[config.mk]
export PLATFORM = sky130hd
export DESIGN_NAME = aes_round_scheduler
export DESIGN_NICKNAME = d
export VERILOG_FILES = /design/src/rtl/aes_pkg.sv /design/src/rtl/aes_rr_arbiter.sv /design/src/rtl/aes_round_scheduler.sv
export SDC_FILE = /design/constraint.sdc
export NUM_CORES = 1
export LEC_CHECK = 0
export CORE_AREA = 2 2 254 256
export DETAILED_ROUTE_END_ITERATION = 16
export DIE_AREA = 0 0 256 258
export PLACE_DENSITY = 0.58
export SLEW_MARGIN = 20
export SYNTH_ARGS = -nofsm -noshare
export SYNTH_HDL_FRONTEND = slang
export SYNTH_SLANG_ARGS = --single-unit
[constraint.sdc]
create_clock -name clock -period 3.7 [get_ports clock]
set_input_delay 0.74 -clock clock [delete_from_list [all_inputs] [get_ports clock]]
set_output_delay 0.74 -clock clock [all_outputs]
set_load 0.01 [all_outputs]
[src/rtl/aes_pkg.sv]
// Shared types and constants for the iterative AES round sequencer.
// Requester IDs double as arbiter grant bit positions.
package aes_pkg;

  localparam int AES_NR = 10;
  localparam int AES_W  = 128;

  typedef enum logic [1:0] {
    S_IDLE,
    S_LOAD,
    S_ROUND,
    S_DONE
  } state_e;

  localparam logic MODE_ENC = 1'b0;
  localparam logic MODE_DEC = 1'b1;

  localparam logic REQ_E = 1'b0;
  localparam logic REQ_D = 1'b1;

endpackage

[src/rtl/aes_rr_arbiter.sv]
// Two-way round-robin arbiter; a tie goes to the side not granted last.
// grant[REQ_E] / grant[REQ_D] are one-hot, all zero when disabled.
module aes_rr_arbiter
  import aes_pkg::*;
(
  input  logic [1:0] req,
  input  logic       lastGrant,
  input  logic       enable,
  output logic [1:0] grant
);

  always_comb begin
    grant = 2'b00;
    if (enable) begin
      unique case (1'b1)
        (req == 2'b11):
          grant = (lastGrant == REQ_D) ? 2'b01 : 2'b10;
        default:
          grant = req;
      endcase
    end
  end

endmodule

[src/rtl/aes_round_scheduler.sv]
// Round sequencer sharing one AES round datapath between an encrypt
// and a decrypt requester; owns the state register and round counter.
module aes_round_scheduler
  import aes_pkg::*;
#(
  parameter int NR = AES_NR,
  parameter int W  = AES_W
) (
  input  logic         clock,
  input  logic         reset,
  input  logic         reqE,
  input  logic [W-1:0] msgE,
  input  logic         reqD,
  input  logic [W-1:0] msgD,
  output logic         ackE,
  output logic         ackD,
  output logic [W-1:0] dpStateIn,
  output logic         dpMode,
  output logic [3:0]   dpRound,
  output logic         dpFirst,
  output logic         dpLast,
  input  logic [W-1:0] dpResult,
  output logic [W-1:0] dataOut,
  output logic         doneE,
  output logic         doneD,
  output logic         busy
);

  localparam logic [3:0] NR4 = 4'(NR);

  state_e       fsm_q;
  logic [3:0]   r_q;
  logic [W-1:0] state_q;
  logic [W-1:0] dout_q;
  logic         mode_q;
  logic         owner_q;
  logic         last_q;
  logic         ackE_q, ackD_q;
  logic         doneE_q, doneD_q;
  logic         busy_q;
  logic         first_q;
  logic         lastr_q;
  logic [3:0]   round_q;

  logic [1:0]   grant;
  logic         gsel;

  aes_rr_arbiter u_arb (
    .req       ({reqD, reqE}),
    .lastGrant (last_q),
    .enable    (fsm_q == S_IDLE),
    .grant     (grant)
  );

  assign gsel = grant[REQ_D];

  // Round index and last flag are computed one cycle early so every
  // datapath control output comes straight from a flop.
  always_ff @(posedge clock) begin
    if (reset) begin
      fsm_q   <= S_IDLE;
      r_q     <= 4'd0;
      state_q <= '0;
      dout_q  <= '0;
      mode_q  <= MODE_ENC;
      owner_q <= REQ_E;
      last_q  <= REQ_D;
      ackE_q  <= 1'b0;
      ackD_q  <= 1'b0;
      doneE_q <= 1'b0;
      doneD_q <= 1'b0;
      busy_q  <= 1'b0;
      first_q <= 1'b0;
      lastr_q <= 1'b0;
      round_q <= 4'd0;
    end else begin
      ackE_q  <= 1'b0;
      ackD_q  <= 1'b0;
      doneE_q <= 1'b0;
      doneD_q <= 1'b0;
      unique case (fsm_q)
        S_IDLE: begin
          if (grant != 2'b00) begin
            fsm_q   <= S_LOAD;
            state_q <= gsel ? msgD : msgE;
            mode_q  <= gsel ? MODE_DEC : MODE_ENC;
            owner_q <= gsel;
            ackE_q  <= grant[REQ_E];
            ackD_q  <= grant[REQ_D];
            first_q <= 1'b1;
            lastr_q <= 1'b0;
            round_q <= gsel ? NR4 : 4'd0;
            busy_q  <= 1'b1;
          end
        end
        S_LOAD: begin
          fsm_q   <= S_ROUND;
          state_q <= dpResult;
          r_q     <= 4'd1;
          first_q <= 1'b0;
          lastr_q <= (NR4 == 4'd1);
          round_q <= mode_q ? NR4 - 4'd1 : 4'd1;
        end
        S_ROUND: begin
          state_q <= dpResult;
          if (r_q == NR4) begin
            fsm_q   <= S_DONE;
            dout_q  <= dpResult;
            doneE_q <= (owner_q == REQ_E);
            doneD_q <= (owner_q == REQ_D);
            lastr_q <= 1'b0;
            round_q <= 4'd0;
          end else begin
            r_q     <= r_q + 4'd1;
            lastr_q <= (r_q + 4'd1 == NR4);
            round_q <= mode_q ? NR4 - r_q - 4'd1
                              : r_q + 4'd1;
          end
        end
        S_DONE: begin
          fsm_q  <= S_IDLE;
          last_q <= owner_q;
          busy_q <= 1'b0;
          r_q    <= 4'd0;
        end
        default: fsm_q <= S_IDLE;
      endcase
    end
  end

  assign ackE      = ackE_q;
  assign ackD      = ackD_q;
  assign doneE     = doneE_q;
  assign doneD     = doneD_q;
  assign busy      = busy_q;
  assign dpStateIn = state_q;
  assign dpMode    = mode_q;
  assign dpRound   = round_q;
  assign dpFirst   = first_q;
  assign dpLast    = lastr_q;
  assign dataOut   = dout_q;

endmodule
### After elaboration in Yosys (flattened, before gate mapping)

Cells that the tools add are included.

* flip-flop bits (word level): 276
* output and inout port bits: 268

* mux-type cells: 24
* reductions and logical operators: 18
* add/subtract/negate cells: 3
* eq/ne operators: 9
* bitwise operators: 5

Operators by type and width (count)
* $mux W128: 2
* $pmux W128 S2: 1
* $mux W4: 6
* $pmux W4 S3: 2
* $reduce_and A2 Y1: 8
* $mux W2: 5
* $eq A4 B4 Y1 const B: 2
* $pmux W2 S4: 1
* $reduce_bool A2 Y1: 4
* $eq A2 B2 Y1 const B: 3
* $ne A2 B2 Y1 const B: 3
* $reduce_bool A3 Y1: 2
* $reduce_or A3 Y1: 2
* $not A1 Y1: 5
* $add A4 B1 Y4 const B: 1
* $mux W1: 4
* $pmux W1 S2: 2
* $sub A4 B1 Y4 const B: 1
* $sub A4 B4 Y4 const A: 1
* $pmux W1 S3: 1
* $eq A2 B1 Y1 const B: 1
* $logic_not A2 Y1: 1
* $reduce_or A2 Y1: 1

### Depth between registers and ports, before layout

* depth after elaboration: 6
* depth in mapped cells: 9

### By module

A second synthesis with hierarchy kept.

* cells, all modules: 1524
* area, all modules: 12560.8 um^2

Modules (own cells, without submodules)
* aes_round_scheduler: instances 1, cells an instance 1519, area each 12539.5 um^2, seq. area each 5505.3 um^2
* aes_rr_arbiter: instances 1, cells an instance 5, area each 21.3 um^2, seq. area each 0.0 um^2

### Least setup slack after synthesis

No wires, ideal clock.

* path kind: in2reg
* start point: input port reqE
* end point: register state_q[100], in the netlist dpStateIn[100]
* stages: 7
* required time: 3578 ps
* arrival time: 1832 ps
* path slack: 1746 ps
* path buffers: 3
* cell sequence: or3b_1 > buf_6 > nand2_4 > or2_4 > buf_6 > buf_6 > o31ai_2

* word-level cells in the longest chain between the ends: 6
* elaborated cells on any way between the ends: 9
* those cells by class: eq/ne (2); mux (5); reduce/logical (2)

RTL lines
* start, declared: RTL line aes_round_scheduler.sv:11 `input logic reqE,`
* $eq A2 B2 Y1: RTL line aes_rr_arbiter.sv:16 `(req == 2'b11):`
* $mux W2 (*): RTL line aes_rr_arbiter.sv:15 `unique case (1'b1)`
* $mux W2 (*): RTL line aes_rr_arbiter.sv:14 `if (enable) begin`
* $mux W128 / $reduce_bool A2 Y1 (equally long branches): RTL line aes_round_scheduler.sv:85, aes_round_scheduler.sv:83
* $mux W128 / $ne A2 B2 Y1 (equally long branches)
* $pmux W128 S2 / $reduce_and A2 Y1 (equally long branches)
* end signal, assigned: RTL line aes_round_scheduler.sv:85 `state_q <= gsel ? msgD : msgE;`
* end signal, assigned: RTL line aes_round_scheduler.sv:98 `state_q <= dpResult;`
* end signal, assigned: RTL line aes_round_scheduler.sv:105 `state_q <= dpResult;`
* end, declared: RTL line aes_round_scheduler.sv:33 `logic [W-1:0] state_q;`

Every way passes the cells marked *; elsewhere a longest branch is shown, timed or not. The select of a mux whose other input is x is not followed.
A chain may end at the register's enable or synchronous reset.

### Worst setup path after layout

* start point: input port reqD
* end point: register state_q[89], in the netlist dpStateIn[89]

* word-level cells in the longest chain between the ends: 6
* elaborated cells on any way between the ends: 9
* those cells by class: eq/ne (2); mux (5); reduce/logical (2)

RTL lines
* start, declared: RTL line aes_round_scheduler.sv:13 `input logic reqD,`
* $eq A2 B2 Y1: RTL line aes_rr_arbiter.sv:16
* $mux W2 (*): RTL line aes_rr_arbiter.sv:15
* $mux W2 (*): RTL line aes_rr_arbiter.sv:14
* $mux W128 / $reduce_bool A2 Y1 (equally long branches): RTL line aes_round_scheduler.sv:85, aes_round_scheduler.sv:83
* $mux W128 / $ne A2 B2 Y1 (equally long branches)
* $pmux W128 S2 / $reduce_and A2 Y1 (equally long branches)

Marks and branches as above.

==> impl_results.md <==
- Crit end category: flop
- Number of enable flip-flop cells after synthesis: 0
- Main synth FF type: dfxtp_1
- First-pass GRT wire length: 89.52 mm
- Switch Pwr: 0.004883 W
- Tightest Hold Check Type: reg2reg
- Post-synth net total: 1946
- Post-synthesis cell type count: 43
- Register bit count reported by yosys: 275
- Synth warnings: 0
- Synth top area share: 43.02%
- FMAX: 0.3906 GHz
- Final Hold Viols: 0
- Nets: around 2500
- Tcrit/Tclk final: 69.19%
- RSZ-0062 raised after global routing: no
- Post-synthesis adder-cell area fraction: less than 1%
- Most frequent cells in the layout: clkdlybuf4s50_1 (654), nand2_1 (397), dfxtp_1 (275), a21oi_1 (140), nor2b_1 (132)
- Placed instance area: 0.02001 mm^2
- Cells after Synth: 1549
- Antenna violations before repair: 11
- Synth Area in XOR/XNOR: less than 1%
- RD Place Congestion: 0.9073
- Leakage Power: 6.894 nW
- Post-Route Setup TNS: 0 ps
- Post-synthesis async set-or-reset flop share: 0%
- Worst vdd ir: 0.0005443 V
- I/O Pins: 656
- Worst-path fanout max: 66
- Final wirelength: 60.20 mm
- Routed via count: 13640
- Area contributors post-synth: dfxtp_1 (43%), nand2_1 (12%), nor3b_1 (7.6%)
- Reg power frac: between 20% and 30%
- Power Dens Cells: 619.7 mW/mm^2
- CTS tree: built
- Post-Layout Cell Count: 2995
- Clock sinks: 275
- Synth area leader: dfxtp_1
- Fillers: about 6600
- Die ar.: 0.06605 mm^2
- Simple-Gate Fraction of Synth Area: 27.04%
- Clk buf depth: 3
- 1st-iter DRT viols: 740
- Dpl hpwl: approximately 43 mm
- Pwr Total: roughly 0.013 W
- Placed cells: 2929
- Worst reg-to-reg path cell count: 7
- Post CTS Setup Buffer Count: 0
- Area grow syn2layout: 64.93%
- Vert. Die Dim: 258 um
- Design Area, Final: 0.02111 mm^2
- Total Routing Usage GR: between 10% and 20%
- Initial Utilization: 20.11%
- Worst EP required: 4100 ps
- GRT overflow: 0
- Most common cell after layout, fill and taps aside: clkdlybuf4s50_1
- Clk slew on worst S/H paths: about 60 ps
- Max_cap viols: 0
- Die Span X: 256 um
- Net Sw Frac: 37.33%
- Internal power: 0.008197 W
- Reg2reg end: dpStateIn[89]$_SDFFE_PP0P_
- Combinational power share: a little under half
- Wire per inst: roughly 20 um
- Worst-margin pin slew: between 700 and 800 ps
- Mux cell area share after synthesis: 0%
- Crit path kind: in2reg
- TritonRoute pass-1 iters: 4
- Largest family of logic cells by synthesized area: simple AND/OR/NAND/NOR gates
- Arrival time worst endpoint: ~3000 ps
- Hold Path Sink: dpStateIn[35]$_SDFFE_PP0P_
- Clock latency at the later pin of the worst-skew pair: 530 ps
- Hold_buf cts: 0
- CTS Buf Count: 35
- Synthesized area: 0.01280 mm^2
- Reg-to-reg critical path startpoint: fsm_q[1]$_SDFFE_PP0P_
- Core ar.: 0.06365 mm^2
- Avg Cell Area, Syn: 8.262 um^2
- Critical hold path startpoint: dpStateIn[35]$_SDFFE_PP0P_
- # rows: 93
- # DRC: 0
- Clock share of power: 25.4%
- Largest net degree at the start of global routing: about 160
- Slew Viols, Final: 0
- Clock root buffer: clkbuf_16
- Fin Clk Skew: 11.20 ps
- Tmin final: 2560 ps
- Synth Area in Compound Gates: 22.81%
- Relative slew slack: 47.54%
- Antenna viol nets, final: 0
- Post-CTS Resized: 0
- Vias per Instance: between 4 and 5
- Proportion of layout cells with a drive suffix above 1: about 5%
- Startpoint Class: input pin
- H-tree levels: 2
- # setup viols final: 0
- Hold Path Cell Cnt: 2
- Status: complete, no violations
- Worst reg2reg setup slack: ~1200 ps
- I/O Buffers: 655
- Sequential share of the synthesized area: 43.02%
- WHS: 449.8 ps
- Number of global-route vias before repair: 13760
## cells in the mapped netlist, types with 2 or more instances
| cell type | count |
|---|---|
| buf_4 | 4 |
| inv_1 | 7 |
| nor2b_1 | 132 |
| buf_1 | 4 |
| buf_2 | 34 |
| nand3_1 | 3 |
| nand2_1 | 398 |
| a21oi_1 | 140 |
| ha_1 | 9 |
| a211oi_1 | 128 |
| o31ai_2 | 28 |
| o31ai_1 | 102 |
| nand4_1 | 3 |
| nor3_1 | 4 |
| dfxtp_1 | 275 |
| nor3b_1 | 129 |
| xnor2_1 | 2 |
| buf_6 | 18 |
| o21ai_0 | 9 |
| clkbuf_1 | 90 |
| nor2_1 | 7 |
| or3_1 | 2 |
## power groups by stage
stage	clock (W)	sequential (W)	combinational (W)
floorplan	0	0.00409	0.00325
global placement	0	0.00388	0.00592
detailed placement	0	0.00390	0.00599
CTS	0.00346	0.00384	0.00601
global route	0.00356	0.00390	0.00640
finish	0.00332	0.00384	0.00592
## flip-flops by register name, summed over array words and instances, names as in the netlist, 2 cells and up
register   cells
dpRound        4
r_q            4
fsm_q          2
dpStateIn    128
dataOut      128
## logic make-up after synthesis
group / Yosys count
xor gates and xnor gates: 2
buffers and inverters: 157
adders and majority gates: 9
and+or+nand+nor: 688
AOI/OAI and AO/OA: 418
DFF: 275
## worst max-delay path: stages
cell             delay, ps
clkdlybuf4s50_1        580
nand2_4                240
or2_4                  480
buf_12                 240
a211oi_1               420
o31ai_2                100
## per-layer routing
metal	up-vias	track usage (%)	part of all wire, %	wire (um)
met2	559	31.05	49	29640
met4	8	6.514	3.6	2145
met5	-	0	0.080	48
met3	104	5.870	8.3	4990
li1	6508	-	-	-
met1	6459	19.31	39	23380
## worst max-delay path by stage
stage / start / end / cells past startpoint / slack [ps]
global placement: reqE / dpStateIn[102]$_SDFFE_PP0P_ / 6 / 450
detailed placement: reqE / dpStateIn[102]$_SDFFE_PP0P_ / 6 / 440
global route: reqE / dpStateIn[102]$_SDFFE_PP0P_ / 6 / 960
floorplan: reqE / dpStateIn[100]$_SDFFE_PP0P_ / 7 / 1750
CTS: reqE / dpStateIn[102]$_SDFFE_PP0P_ / 6 / 1030
finish: reqD / dpStateIn[89]$_SDFFE_PP0P_ / 6 / 1140
## cell type report
cell class | count | area [um^2] | area share [%]
clock buffer | 53 | 1016 | 4.814
multi-input combinational | 1117 | 6539 | 30.98
inverter | 7 | 26.28 | 0.1245
sequential | 275 | 5505 | 26.08
tap | 855 | 1070 | 5.068
antenna | 4 | 10.01 | 0.04742
timing repair buffer | 675 | 6870 | 32.55
clock inverter | 9 | 70.07 | 0.3320
## per-stage QoR
stage,utilization (%),worst slack [ps]
after floorplan,-,1746
after global placement,31.44,453.3
after detailed placement,31.44,439.0
after CTS,33.14,1032
after global routing,33.16,957.3
final,33.16,1140
Note: power is estimated with default switching activity, not from simulation.
